`config.mk`:
```
export PLATFORM = sky130hd
export DESIGN_NAME = uart_port_flat
export DESIGN_NICKNAME = d
export VERILOG_FILES = /design/src/rtl/uart_pkg.sv /design/src/rtl/uart_port_if.sv /design/src/rtl/uart_rx.sv /design/src/rtl/uart_port.sv /design/src/flat_wrapper.sv
export SDC_FILE = /design/constraint.sdc
export NUM_CORES = 1
export LEC_CHECK = 0
export CORE_ASPECT_RATIO = 1.2
export CORE_MARGIN = 2
export CORE_UTILIZATION = 53
export DETAILED_ROUTE_END_ITERATION = 10
export PLACE_DENSITY_LB_ADDON = 0.12
export SLEW_MARGIN = 30
export SYNTH_ARGS = -nofsm -noshare
export SYNTH_HDL_FRONTEND = slang
export SYNTH_SLANG_ARGS = --single-unit
```
`constraint.sdc`:
```
create_clock -name clk -period 2.2 [get_ports clk]
set_input_delay 0.55 -clock clk [delete_from_list [all_inputs] [get_ports clk]]
set_output_delay 0.55 -clock clk [all_outputs]
set_load 0.01 [all_outputs]
```
`src/rtl/uart_pkg.sv`:
```
// Shared types and constants for the uart_port peripheral.
package uart_pkg;

  localparam int UART_DATA_BITS = 8;

  typedef enum logic [1:0] {
    TX_IDLE  = 2'd0,
    TX_START = 2'd1,
    TX_DATA  = 2'd2,
    TX_STOP  = 2'd3
  } tx_state_t;

  typedef enum logic [1:0] {
    RX_IDLE  = 2'd0,
    RX_START = 2'd1,
    RX_DATA  = 2'd2,
    RX_STOP  = 2'd3
  } rx_state_t;

endpackage

```
`src/rtl/uart_port_if.sv`:
```
// CPU-side bus between the control decoder (master) and the UART (slave).
interface uart_port_if;
  import uart_pkg::*;

  logic                      _uart_in;
  logic                      _uart_out;
  logic [UART_DATA_BITS-1:0] data_in;
  logic [UART_DATA_BITS-1:0] data_out;
  logic                      _data_oe;
  logic                      _uart_in_ready;
  logic                      _uart_out_ready;

  modport master (
    output _uart_in, _uart_out, data_in,
    input  data_out, _data_oe, _uart_in_ready, _uart_out_ready
  );

  modport slave (
    input  _uart_in, _uart_out, data_in,
    output data_out, _data_oe, _uart_in_ready, _uart_out_ready
  );
endinterface

```
`src/rtl/uart_rx.sv`:
```
// UART receiver: rx synchroniser, 8N1 deserialiser, single-byte holding register, sticky error flags.
module uart_rx
  import uart_pkg::*;
#(
  parameter int CLKS_PER_BIT = 16
) (
  input  logic                      clk,
  input  logic                      reset,
  input  logic                      rx,
  input  logic                      rd,
  output logic [UART_DATA_BITS-1:0] data,
  output logic                      ready_n,
  output logic                      overrun,
  output logic                      frame_err
);

  localparam int TW = $clog2(CLKS_PER_BIT);
  localparam logic [TW-1:0] T_LAST = TW'(CLKS_PER_BIT - 1);
  localparam logic [TW-1:0] T_HALF = TW'(CLKS_PER_BIT / 2 - 1);
  localparam logic [2:0]    B_LAST = 3'(UART_DATA_BITS - 1);

  logic                      sync1, sync2, prev;
  rx_state_t                 state;
  logic [TW-1:0]             timer;
  logic [2:0]                bit_idx;
  logic [UART_DATA_BITS-1:0] shreg;
  logic                      full;
  logic                      fall, stop_done, load;

  assign fall      = prev & ~sync2;
  assign stop_done = (state == RX_STOP) && (timer == T_LAST);
  assign load      = stop_done & sync2;
  assign ready_n   = ~full;

  // Two-flop synchroniser plus one delayed copy for falling-edge detection.
  always_ff @(posedge clk or posedge reset) begin
    if (reset) begin
      sync1 <= 1'b1;
      sync2 <= 1'b1;
      prev  <= 1'b1;
    end else begin
      sync1 <= rx;
      sync2 <= sync1;
      prev  <= sync2;
    end
  end

  // Frame FSM: mid-start check rejects glitches, then one sample per bit period.
  always_ff @(posedge clk or posedge reset) begin
    if (reset) begin
      state   <= RX_IDLE;
      timer   <= '0;
      bit_idx <= '0;
      shreg   <= '0;
    end else begin
      case (state)
        RX_IDLE: begin
          if (fall) begin
            timer <= '0;
            state <= RX_START;
          end
        end
        RX_START: begin
          if (timer == T_HALF) begin
            timer   <= '0;
            bit_idx <= '0;
            state   <= sync2 ? RX_IDLE : RX_DATA;
          end else begin
            timer <= timer + 1'b1;
          end
        end
        RX_DATA: begin
          if (timer == T_LAST) begin
            timer <= '0;
            shreg <= {sync2, shreg[UART_DATA_BITS-1:1]};
            if (bit_idx == B_LAST) state <= RX_STOP;
            else                   bit_idx <= bit_idx + 1'b1;
          end else begin
            timer <= timer + 1'b1;
          end
        end
        RX_STOP: begin
          if (timer == T_LAST) begin
            timer <= '0;
            state <= RX_IDLE;
          end else begin
            timer <= timer + 1'b1;
          end
        end
        default: state <= RX_IDLE;
      endcase
    end
  end

  // Holding register: a same-edge read frees the slot, so a completing byte is never an overrun then.
  always_ff @(posedge clk or posedge reset) begin
    if (reset) begin
      data      <= '0;
      full      <= 1'b0;
      overrun   <= 1'b0;
      frame_err <= 1'b0;
    end else begin
      if (stop_done && !sync2) frame_err <= 1'b1;
      if (load && full && !rd) overrun <= 1'b1;
      if (load && (!full || rd)) begin
        data <= shreg;
        full <= 1'b1;
      end else if (rd && full) begin
        data <= '0;
        full <= 1'b0;
      end
    end
  end

endmodule

```
`src/rtl/uart_port.sv`:
```
// CPU-side 8N1 UART: TX FIFO with serialiser here, receive path in uart_rx.
module uart_port
  import uart_pkg::*;
#(
  parameter int CLKS_PER_BIT = 16,
  parameter int TX_DEPTH     = 4
) (
  input  logic        clk,
  input  logic        reset,
  uart_port_if.slave  bus,
  output logic        tx,
  input  logic        rx,
  output logic        rx_overrun,
  output logic        rx_frame_err
);

  localparam int PW = $clog2(TX_DEPTH);
  localparam int TW = $clog2(CLKS_PER_BIT);
  localparam logic [TW-1:0] T_LAST = TW'(CLKS_PER_BIT - 1);
  localparam logic [2:0]    B_LAST = 3'(UART_DATA_BITS - 1);

  logic [UART_DATA_BITS-1:0] mem [TX_DEPTH];
  logic [PW:0]               wr_ptr, rd_ptr, wr_next, rd_next;
  logic                      empty, full, push, pop, out_ready_n;
  tx_state_t                 tx_state;
  logic [TW-1:0]             tx_timer;
  logic [2:0]                tx_bit;
  logic [UART_DATA_BITS-1:0] tx_shreg;

  assign empty   = (wr_ptr == rd_ptr);
  assign full    = (wr_ptr[PW] != rd_ptr[PW]) && (wr_ptr[PW-1:0] == rd_ptr[PW-1:0]);
  assign push    = ~bus._uart_in & ~full;
  assign pop     = (tx_state == TX_IDLE) & ~empty;
  assign wr_next = wr_ptr + {{PW{1'b0}}, push};
  assign rd_next = rd_ptr + {{PW{1'b0}}, pop};

  assign bus._data_oe        = bus._uart_out;
  assign bus._uart_out_ready = out_ready_n;

  // FIFO storage; writes to a full FIFO are dropped by the push qualifier.
  always_ff @(posedge clk) begin
    if (push) mem[wr_ptr[PW-1:0]] <= bus.data_in;
  end

  // FIFO pointers and the registered "no free slot" flag, computed from post-edge occupancy.
  always_ff @(posedge clk or posedge reset) begin
    if (reset) begin
      wr_ptr      <= '0;
      rd_ptr      <= '0;
      out_ready_n <= 1'b0;
    end else begin
      wr_ptr      <= wr_next;
      rd_ptr      <= rd_next;
      out_ready_n <= (wr_next[PW] != rd_next[PW]) && (wr_next[PW-1:0] == rd_next[PW-1:0]);
    end
  end

  // Serialiser FSM; tx is registered from the current state, giving the two-edge write-to-start latency.
  always_ff @(posedge clk or posedge reset) begin
    if (reset) begin
      tx_state <= TX_IDLE;
      tx_timer <= '0;
      tx_bit   <= '0;
      tx_shreg <= '0;
      tx       <= 1'b1;
    end else begin
      tx <= (tx_state == TX_START) ? 1'b0 :
            (tx_state == TX_DATA)  ? tx_shreg[0] : 1'b1;
      case (tx_state)
        TX_IDLE: begin
          if (pop) begin
            tx_shreg <= mem[rd_ptr[PW-1:0]];
            tx_timer <= '0;
            tx_state <= TX_START;
          end
        end
        TX_START: begin
          if (tx_timer == T_LAST) begin
            tx_timer <= '0;
            tx_bit   <= '0;
            tx_state <= TX_DATA;
          end else begin
            tx_timer <= tx_timer + 1'b1;
          end
        end
        TX_DATA: begin
          if (tx_timer == T_LAST) begin
            tx_timer <= '0;
            tx_shreg <= {1'b0, tx_shreg[UART_DATA_BITS-1:1]};
            if (tx_bit == B_LAST) tx_state <= TX_STOP;
            else                  tx_bit   <= tx_bit + 1'b1;
          end else begin
            tx_timer <= tx_timer + 1'b1;
          end
        end
        TX_STOP: begin
          if (tx_timer == T_LAST) begin
            tx_timer <= '0;
            tx_state <= TX_IDLE;
          end else begin
            tx_timer <= tx_timer + 1'b1;
          end
        end
        default: tx_state <= TX_IDLE;
      endcase
    end
  end

  uart_rx #(.CLKS_PER_BIT(CLKS_PER_BIT)) u_rx (
    .clk       (clk),
    .reset     (reset),
    .rx        (rx),
    .rd        (!bus._uart_out),
    .data      (bus.data_out),
    .ready_n   (bus._uart_in_ready),
    .overrun   (rx_overrun),
    .frame_err (rx_frame_err)
  );

endmodule

```
`src/flat_wrapper.sv`:
```
// flat-port wrapper written by rule: the top's interface ports become plain ports
module uart_port_flat import uart_pkg::*;
#(
  parameter int CLKS_PER_BIT = 16,
  parameter int TX_DEPTH     = 4
)
  (clk, reset, tx, rx, rx_overrun, rx_frame_err, bus__uart_in, bus__uart_out, bus_data_in, bus_data_out, bus__data_oe, bus__uart_in_ready, bus__uart_out_ready);
  uart_port_if bus_i ();
  input  logic clk;
  input  logic reset;
  output logic tx;
  input  logic rx;
  output logic rx_overrun;
  output logic rx_frame_err;
  input wire logic [$bits(bus_i._uart_in)-1:0] bus__uart_in;
  input wire logic [$bits(bus_i._uart_out)-1:0] bus__uart_out;
  input wire logic [$bits(bus_i.data_in)-1:0] bus_data_in;
  output wire logic [$bits(bus_i.data_out)-1:0] bus_data_out;
  output wire logic [$bits(bus_i._data_oe)-1:0] bus__data_oe;
  output wire logic [$bits(bus_i._uart_in_ready)-1:0] bus__uart_in_ready;
  output wire logic [$bits(bus_i._uart_out_ready)-1:0] bus__uart_out_ready;
  assign bus_i._uart_in = bus__uart_in;
  assign bus_i._uart_out = bus__uart_out;
  assign bus_i.data_in = bus_data_in;
  assign bus_data_out = bus_i.data_out;
  assign bus__data_oe = bus_i._data_oe;
  assign bus__uart_in_ready = bus_i._uart_in_ready;
  assign bus__uart_out_ready = bus_i._uart_out_ready;
  uart_port #(.CLKS_PER_BIT(CLKS_PER_BIT), .TX_DEPTH(TX_DEPTH)) u_core (.clk(clk), .reset(reset), .bus(bus_i), .tx(tx), .rx(rx), .rx_overrun(rx_overrun), .rx_frame_err(rx_frame_err));
endmodule
```
==> results of run 1 <==
-- how the worst min path moves through the flow --
stage | endpoint | slack, ps | depth (start not counted)
final | u_core.u_rx.sync2 | 360 | 0
after global routing | u_core.u_rx.sync2 | 370 | 0
after CTS | u_core.u_rx.sync2 | 370 | 0
after detailed placement | u_core.u_rx.sync2 | 350 | 0
after global placement | u_core.u_rx.sync2 | 350 | 0
after floorplan | u_core.u_rx.sync2 | 350 | 0
-- per-stage QoR --
stage | power (mW) | std cells | hold WS (ps) | instance area, sq um | setup slack [ps]
floorplan | 3.86 | 298 | 345 | 3900 | 136
global placement | 4.35 | 420 | 350 | 4370 | 96.6
detailed placement | 4.41 | 420 | 350 | 4370 | 95.4
CTS | 5.64 | 436 | 366 | 4590 | 90.8
global route | 5.98 | 436 | 368 | 4590 | 9.37
finish | 5.58 | 436 | 362 | 4590 | 98.0
-- power by group --
part           switching (mW)  total, mW  internal, mW  leakage [nW]
logic                   0.994       1.98         0.990         0.811
clock network           0.562       1.21         0.646         0.103
registers               0.265       2.39          2.12         0.998
total                    1.82       5.58          3.76          1.91
-- logic make-up after synthesis --
| logic type | share of synthesized area, % |
|---|---|
| xor+xnor | 2.02 |
| flops | 60.7 |
| fa+ha+maj | 4.81 |
| mux | 9.14 |
| compound gates | 11.4 |
| simple gates | 8.50 |
| buf+inv | 3.40 |
-- metal layers --
| layer | share of wire [%] | vias to the layer above | wire length (um) |
|---|---|---|---|
| met2 | 52 | 35 | 3500 |
| met1 | 44 | 1207 | 3010 |
| met4 | 1.3 | 0 | 89 |
| met5 | 0 | - | 0 |
| met3 | 2.7 | 9 | 183 |
| li1 | - | 1186 | - |
-- final cells by class --
cell class	instances	area, sq um
clock inverter	6	92.6
multi-input combinational	182	1400
tap	90	113
timing repair buffer	46	435
inverter	14	52.6
sequential	88	2370
fill	562	2600
clock buffer	10	128
-- cell usage after synthesis, types with 2 or more instances --
cell type / n
clkbuf_1: 6
or2_2: 2
nor3b_1: 3
o21ai_0: 15
edfxtp_1: 32
a22o_1: 9
inv_1: 14
xor2_1: 4
and3_1: 2
nand2b_1: 6
xnor2_1: 5
o22ai_1: 8
o221ai_1: 4
buf_6: 2
nor2_1: 9
ha_1: 15
buf_4: 2
o31ai_1: 6
a32o_1: 4
dfstp_2: 4
dfrtp_1: 52
a31oi_1: 3
mux2i_1: 6
nand2_1: 17
nor3_1: 4
nor2b_1: 7
and2_1: 2
nand3_1: 5
a21oi_1: 6
a21o_1: 3
mux2_2: 23
buf_2: 4
-- placed cells by master (no fill, tap or decap), types with 3 or more instances in the layout --
cell type        netlist  layout
a21o_1                 3       3
a21oi_1                6       6
a22o_1                 9       9
a31oi_1                3       3
a32o_1                 4       4
buf_4                  2      18
clkbuf_8               0       9
clkdlybuf4s50_1        0      26
dfrtp_1               52      52
dfstp_2                4       4
edfxtp_1              32      32
ha_1                  15      15
inv_1                 14      13
mux2_2                23      23
mux2i_1                6       6
nand2_1               17      17
nand2b_1               6       6
nand3_1                5       5
nor2_1                 9       9
nor2b_1                7       7
nor3_1                 4       4
nor3b_1                3       3
o21ai_0               15      15
o221ai_1               4       4
o22ai_1                8       8
o31ai_1                6       6
xnor2_1                5       5
xor2_1                 4       4
-- state kept, by name, indices dropped and copies added (netlist names), 4 cells and up, named ones only --
register           cells
u_core.tx_shreg        8
u_core.tx_timer        4
u_core.u_rx.shreg      8
u_core.u_rx.timer      4
u_core.u_rx.data       8
u_core.mem            32
==> summary.txt, run 1 <==
Worst setup path
  – CP Capture Type: output pin
  – Reg-to-reg slack, setup: 220 ps
  – Delay-heaviest family, CP: buffers and inverters
  – Setup crit end: bus__data_oe
  – Crit. Startpoint: bus__uart_out
  – Origin of the critical flop-to-flop path: u_core.wr_ptr[0]
  – R2R depth: 8
  – CP Buf/Inv Count: 2
  – RR Endpoint: u_core.bus._uart_out_ready
  – Worst setup path class: in2out
  – CP Launch Type: primary input
  – Worst path most repeated cell: clkdlybuf4s50_1
  – Slowest CP cell: clkdlybuf4s50_1
  – Critical Path, Cell by Cell: clkdlybuf4s50_1 > clkdlybuf4s50_1
  – Slowest stage delay, CP: 530 ps
  – CP Depth: 2
  – CP max FO: 2
  – CP arrival: 1550 ps
  – Crit path required time: 1650 ps

Floorplan
  – Core Footprint: 7190 sq um
  – Chip Width: 82.3 um
  – Die area: 8070 sq um
  – Std cell rows: 34
  – IO Pins: 27
  – Die span in y: 98.0 um
  – Starting Density: 54.3%

Clocking
  – Postcts setup bufs: 0
  – Clk buf depth: 2
  – CTS Root Cell: clkbuf_8
  – Post-CTS Hold Buffers: 0
  – TritonCTS Buffers: 9
  – CTS tree: yes
  – # resized after CTS: 0
  – H-tree depth: 3
  – Clock latency reported for the late side of the worst-skew pair: 350 ps
  – Reg clk slew, reported paths: 80 ps
  – Clock Sinks: 88

Logic synthesis
  – EDFF count, synth: 32
  – Main synth FF type: dfrtp_1
  – Synth top area cells: dfrtp_1 (33%), edfxtp_1 (25%), mux2_2 (6.6%)
  – Netlist cell types: 46
  – Register area share after synthesis: 60.7%
  – Net count after synthesis: 326
  – Synthesized area: 3900 sq um
  – Avg Cell Area, Syn: 13.1 sq um
  – Synth warn: 0
  – Top cell type's share of synthesized area: 33.4%
  – Asr flop ratio synth: 63.6%
  – FF+latch count, synth: 88
  – Synth area leader: dfrtp_1
  – Cell count after synthesis: 298

Global route
  – M2 GR Usage: 31.3%
  – All-Layer GR Usage: 18.6%
  – GR Util met1: 23.2%
  – Vias in the first global route: 2,503
  – M3 GR Usage: 4.25%
  – Largest net degree at the start of global routing: 33
  – Initial antenna violation count: 0
  – Total gr overflow: 0
  – First-pass GRT wire length: 11.4 mm
  – Gr busiest metal: met2

Routing
  – Via/cell ratio: 5.59
  – Wirelength per Cell: 15.6 um
  – Routed Antenna Nets: 0
  – Drt pass-1 iters: 4
  – First-iteration detailed-routing DRC count: 121
  – DRC: 0
  – Vias: 2,437
  – Total Routed Length: 6.79 mm

Min path
  – Worst hold path class: reg2reg
  – Hold Startpoint: u_core.u_rx.sync1

STA
  – F_max: 476 MHz
  – Setup TNS: 0 ps
  – Tcrit/Tclk final: 95.5%
  – Final setup vio count: 0
  – Final Hold Viols: 0
  – Final min period: 2100 ps
  – Worst slew margin: 67.3%
  – Slew @ Worst Pin: 486 ps
  – Fin Clk Skew: 13.3 ps
  – RSZ-0062 raised after global routing: no
  – Final slew viol count: 0

Layout
  – Final core utilization: 63.8%
  – Share of layout cells above drive strength 1: 19.7%
  – Net count, final: 369
  – Layout area overhead: 17.6%
  – Antenna fix cells: 0

Outcome
  – Status: completed

Pwr
  – Cell Pwr Density: 1220 nW/um^2
  – Leak Pwr: 1.91 nW
  – VDD IR max: 0.000849 V

Placement
  – Final HPWL DP: 4.79 mm
  – RePlAce Congestion: 0.756
  – IO Port Bufs: 26

Run
  – Max Cap Viol: 0
(Power assumes the default switching activity.)
==> run 2: changes to the inputs <==
Settings changed: CORE_ASPECT_RATIO 1.2 to 0.8, PLACE_DENSITY set to 0.86, PLACE_DENSITY_LB_ADDON 0.12 to not set.
==> run 2 against run 1 <==
Compared with the run above:
- utilization increased by 0.58 points
- largest cell class unchanged
- worst hold slack got worse by 5.2 ps
- final area decreased by 1.9%
- register-to-register slack got worse by 30 ps
- combinational power about the same
- clock power decreased by 17%
- cell count decreased by 2.1%
- sequential cell count unchanged
- wire length decreased by 0.69%
- global-route usage increased by 0.18 points
- setup slack got worse by 19 ps
- critical path type unchanged
==> summary.txt, run 2 (synthesis results as in run 1) <==
Worst setup path
  – Reg-to-reg slack, setup: 190 ps (was 220 ps)
  – RR Endpoint: u_core.tx_state[1] (was u_core.bus._uart_out_ready)
  – Origin of the critical flop-to-flop path: u_core.tx_state[1] (was u_core.wr_ptr[0])
  – CP arrival: 1570 ps (was 1550 ps)
  – Crit. Startpoint: bus__uart_out (unchanged)
  – Worst setup path class: in2out (unchanged)
  – CP max FO: 2 (unchanged)
  – CP Capture Type: output pin (unchanged)
  – Slowest stage delay, CP: 540 ps (was 530 ps)
  – Crit path required time: 1650 ps (about the same)
  – Delay-heaviest family, CP: buffers and inverters (unchanged)
  – Worst path most repeated cell: clkdlybuf4s50_1 (unchanged)
  – R2R depth: 7 (was 8)
  – CP Launch Type: primary input (unchanged)
  – Slowest CP cell: clkdlybuf4s50_1 (unchanged)
  – CP Buf/Inv Count: 2 (unchanged)
  – Critical Path, Cell by Cell: clkdlybuf4s50_1 > clkdlybuf4s50_1 (unchanged)

Clocking
  – Post-CTS Hold Buffers: 0 (unchanged)
  – Clk buf depth: 2 (unchanged)
  – Postcts setup bufs: 0 (unchanged)
  – Clock latency reported for the late side of the worst-skew pair: 360 ps (was 350 ps)
  – Clock Sinks: 88 (unchanged)
  – TritonCTS Buffers: 9 (unchanged)
  – H-tree depth: 3 (unchanged)
  – CTS tree: yes (unchanged)
  – CTS Root Cell: clkbuf_8 (unchanged)
  – Reg clk slew, reported paths: 90 ps (was 80 ps)

Routing
  – Via/cell ratio: 5.67 (was 5.59)
  – Wirelength per Cell: 15.8 um (was 15.6 um)
  – Total Routed Length: 6.74 mm (was 6.79 mm)
  – Drt pass-1 iters: 4 (unchanged)
  – First-iteration detailed-routing DRC count: 147 (was 121)
  – Routed Antenna Nets: 0 (unchanged)
  – DRC: 0 (unchanged)
  – Vias: 2,422 (was 2,437)

Floorplan
  – Die span in y: 80.7 um (was 98.0 um)
  – Starting Density: 55.8% (was 54.3%)
  – Die area: 8070 sq um (about the same)
  – IO Pins: 27 (unchanged)
  – Core Footprint: 6990 sq um (was 7190 sq um)
  – Chip Width: 99.9 um (was 82.3 um)
  – Std cell rows: 27 (was 34)

Global route
  – Largest net degree at the start of global routing: 57 (was 33)
  – All-Layer GR Usage: 18.7% (was 18.6%)
  – Initial antenna violation count: 0 (unchanged)
  – Total gr overflow: 0 (unchanged)
  – First-pass GRT wire length: 11.7 mm (was 11.4 mm)
  – Vias in the first global route: 2,489 (was 2,503)

STA
  – Tcrit/Tclk final: 96.4% (was 95.5%)
  – Worst slew margin: 67.0% (was 67.3%)
  – F_max: 471 MHz (was 476 MHz)
  – Worst hold slack: 357 ps (was 362 ps)
  – RSZ-0062 raised after global routing: no (unchanged)
  – Final Hold Viols: 0 (unchanged)
  – Setup ws final: 79.0 ps (was 98.0 ps)
  – Fin Clk Skew: 12.4 ps (was 13.3 ps)
  – Slew @ Worst Pin: 490 ps (was 486 ps)
  – Final slew viol count: 0 (unchanged)
  – Final min period: 2120 ps (was 2100 ps)
  – Final setup vio count: 0 (unchanged)

Layout
  – Share of layout cells above drive strength 1: 19.1% (was 19.7%)
  – Antenna fix cells: 0 (unchanged)
  – Fillers: 489 (was 562)
  – Commonest non-fill, non-tap cell in the layout: dfrtp_1 (unchanged)
  – Largest register FFs: 32 (unchanged)
  – Layout area overhead: 15.5% (was 17.6%)
  – Most frequent cells in the layout: dfrtp_1 (52), edfxtp_1 (32), clkdlybuf4s50_1 (26) (unchanged)
  – FF/Latch Area: 2370 sq um (unchanged)
  – Footprint of the multi-input gates: 1420 sq um (was 1400 sq um)
  – Net count, final: 363 (was 369)

Pwr
  – VDD IR max: 0.000841 V (was 0.000849 V)
  – Leak Pwr: 1.87 nW (was 1.91 nW)
  – Cell Pwr Density: 1200 nW/um^2 (was 1220 nW/um^2)

Outcome
  – Status: completed (unchanged)

Min path
  – Hold Startpoint: u_core.u_rx.sync1 (unchanged)
  – Hold Crit Depth: 0 (unchanged)
  – Hold Path End: u_core.u_rx.sync2 (unchanged)
  – Worst hold path class: reg2reg (unchanged)

Placement
  – Final HPWL DP: 4.74 mm (was 4.79 mm)
  – Pre-CTS setup slack: -37.3 ps (was 95.4 ps)
  – RePlAce Congestion: 0.757 (was 0.756)
  – IO Port Bufs: 26 (unchanged)

Run
  – Max Cap Viol: 0 (unchanged)
[run 2: cell types whose count changed in the layout (fill, tap and decap cells not counted), sizes merged]
| cell | before | now |
|---|---|---|
| buf | 20 | 14 |
| bufinv | 2 | 0 |
| clkinv | 1 | 3 |
| clkbuf | 10 | 9 |
| clkinvlp | 2 | 3 |
[run 2: power breakdown]
group | total [mW] | internal, mW | switching, mW
combinational | 1.98 | 0.971 | 1.00
sequential | 2.40 | 2.12 | 0.283
clock | 1.01 | 0.419 | 0.589
total | 5.39 | 3.51 | 1.88
[run 2: worst max path at each step]
stage                                             to  slack [ps]  depth (start not counted)
after CTS                               bus__data_oe          70                          2
after floorplan                     u_core.mem[0][0]         140                          4
after global placement                  bus__data_oe         100                          2
final                                   bus__data_oe          80                          2
after global routing              u_core.tx_shreg[6]          20                          5
after detailed placement  u_core.bus._uart_out_ready         -40                          7
[run 2: cell type report]
cell class                      instances  area share, %
Timing Repair Buffer                   40           8.39
Tap cell                               87           2.42
Clock inverter                          7           1.28
Clock buffer                            9           2.75
Sequential cell                        88           52.6
Multi-Input combinational cell        182           31.4
Inverter                               14           1.17
[run 2: layer usage]
layer,vias up,GRT usage [%],part of all wire (%)
met1,1200,25.6,48
li1,1172,-,-
met2,42,29.4,48
met4,0,6.16,1.3
met3,8,5.42,3.3
met5,-,0,0
[run 2: through the flow]
step / cell area (sq um) / cells / total power, mW / setup TNS [ps] / utilization [%]
5_1_grt: 4500 / 427 / 5.74 / 0 / 64.4
2_1_floorplan: 3900 / 298 / 3.86 / 0 / -
3_3_place_gp: 4310 / 411 / 4.25 / 0 / 61.6
6_report: 4500 / 427 / 5.39 / 0 / 64.4
3_5_place_dp: 4310 / 411 / 4.37 / -37.3 / 61.6
4_1_cts: 4490 / 427 / 5.38 / 0 / 64.2
[run 2: worst reg2reg max path, stage by stage (launching register included)]
cell and delay (ps):
dfrtp_1 420, inv_1 110, ha_1 250, inv_1 70
and4bb_1 260, buf_4 200, nor2_1 220, mux2_2 360
[run 2: repair_timing]
action,CTS,global route
gates resized for setup,0,2
endpoints found under the setup margin,0,1
endpoints found under the hold margin,0,0
==> run 3: changes to the inputs <==
Settings changed: SLEW_MARGIN 30 to not set.
==> results of run 3 <==
The final DEF is identical to that of run 2; final timing and power are the same.
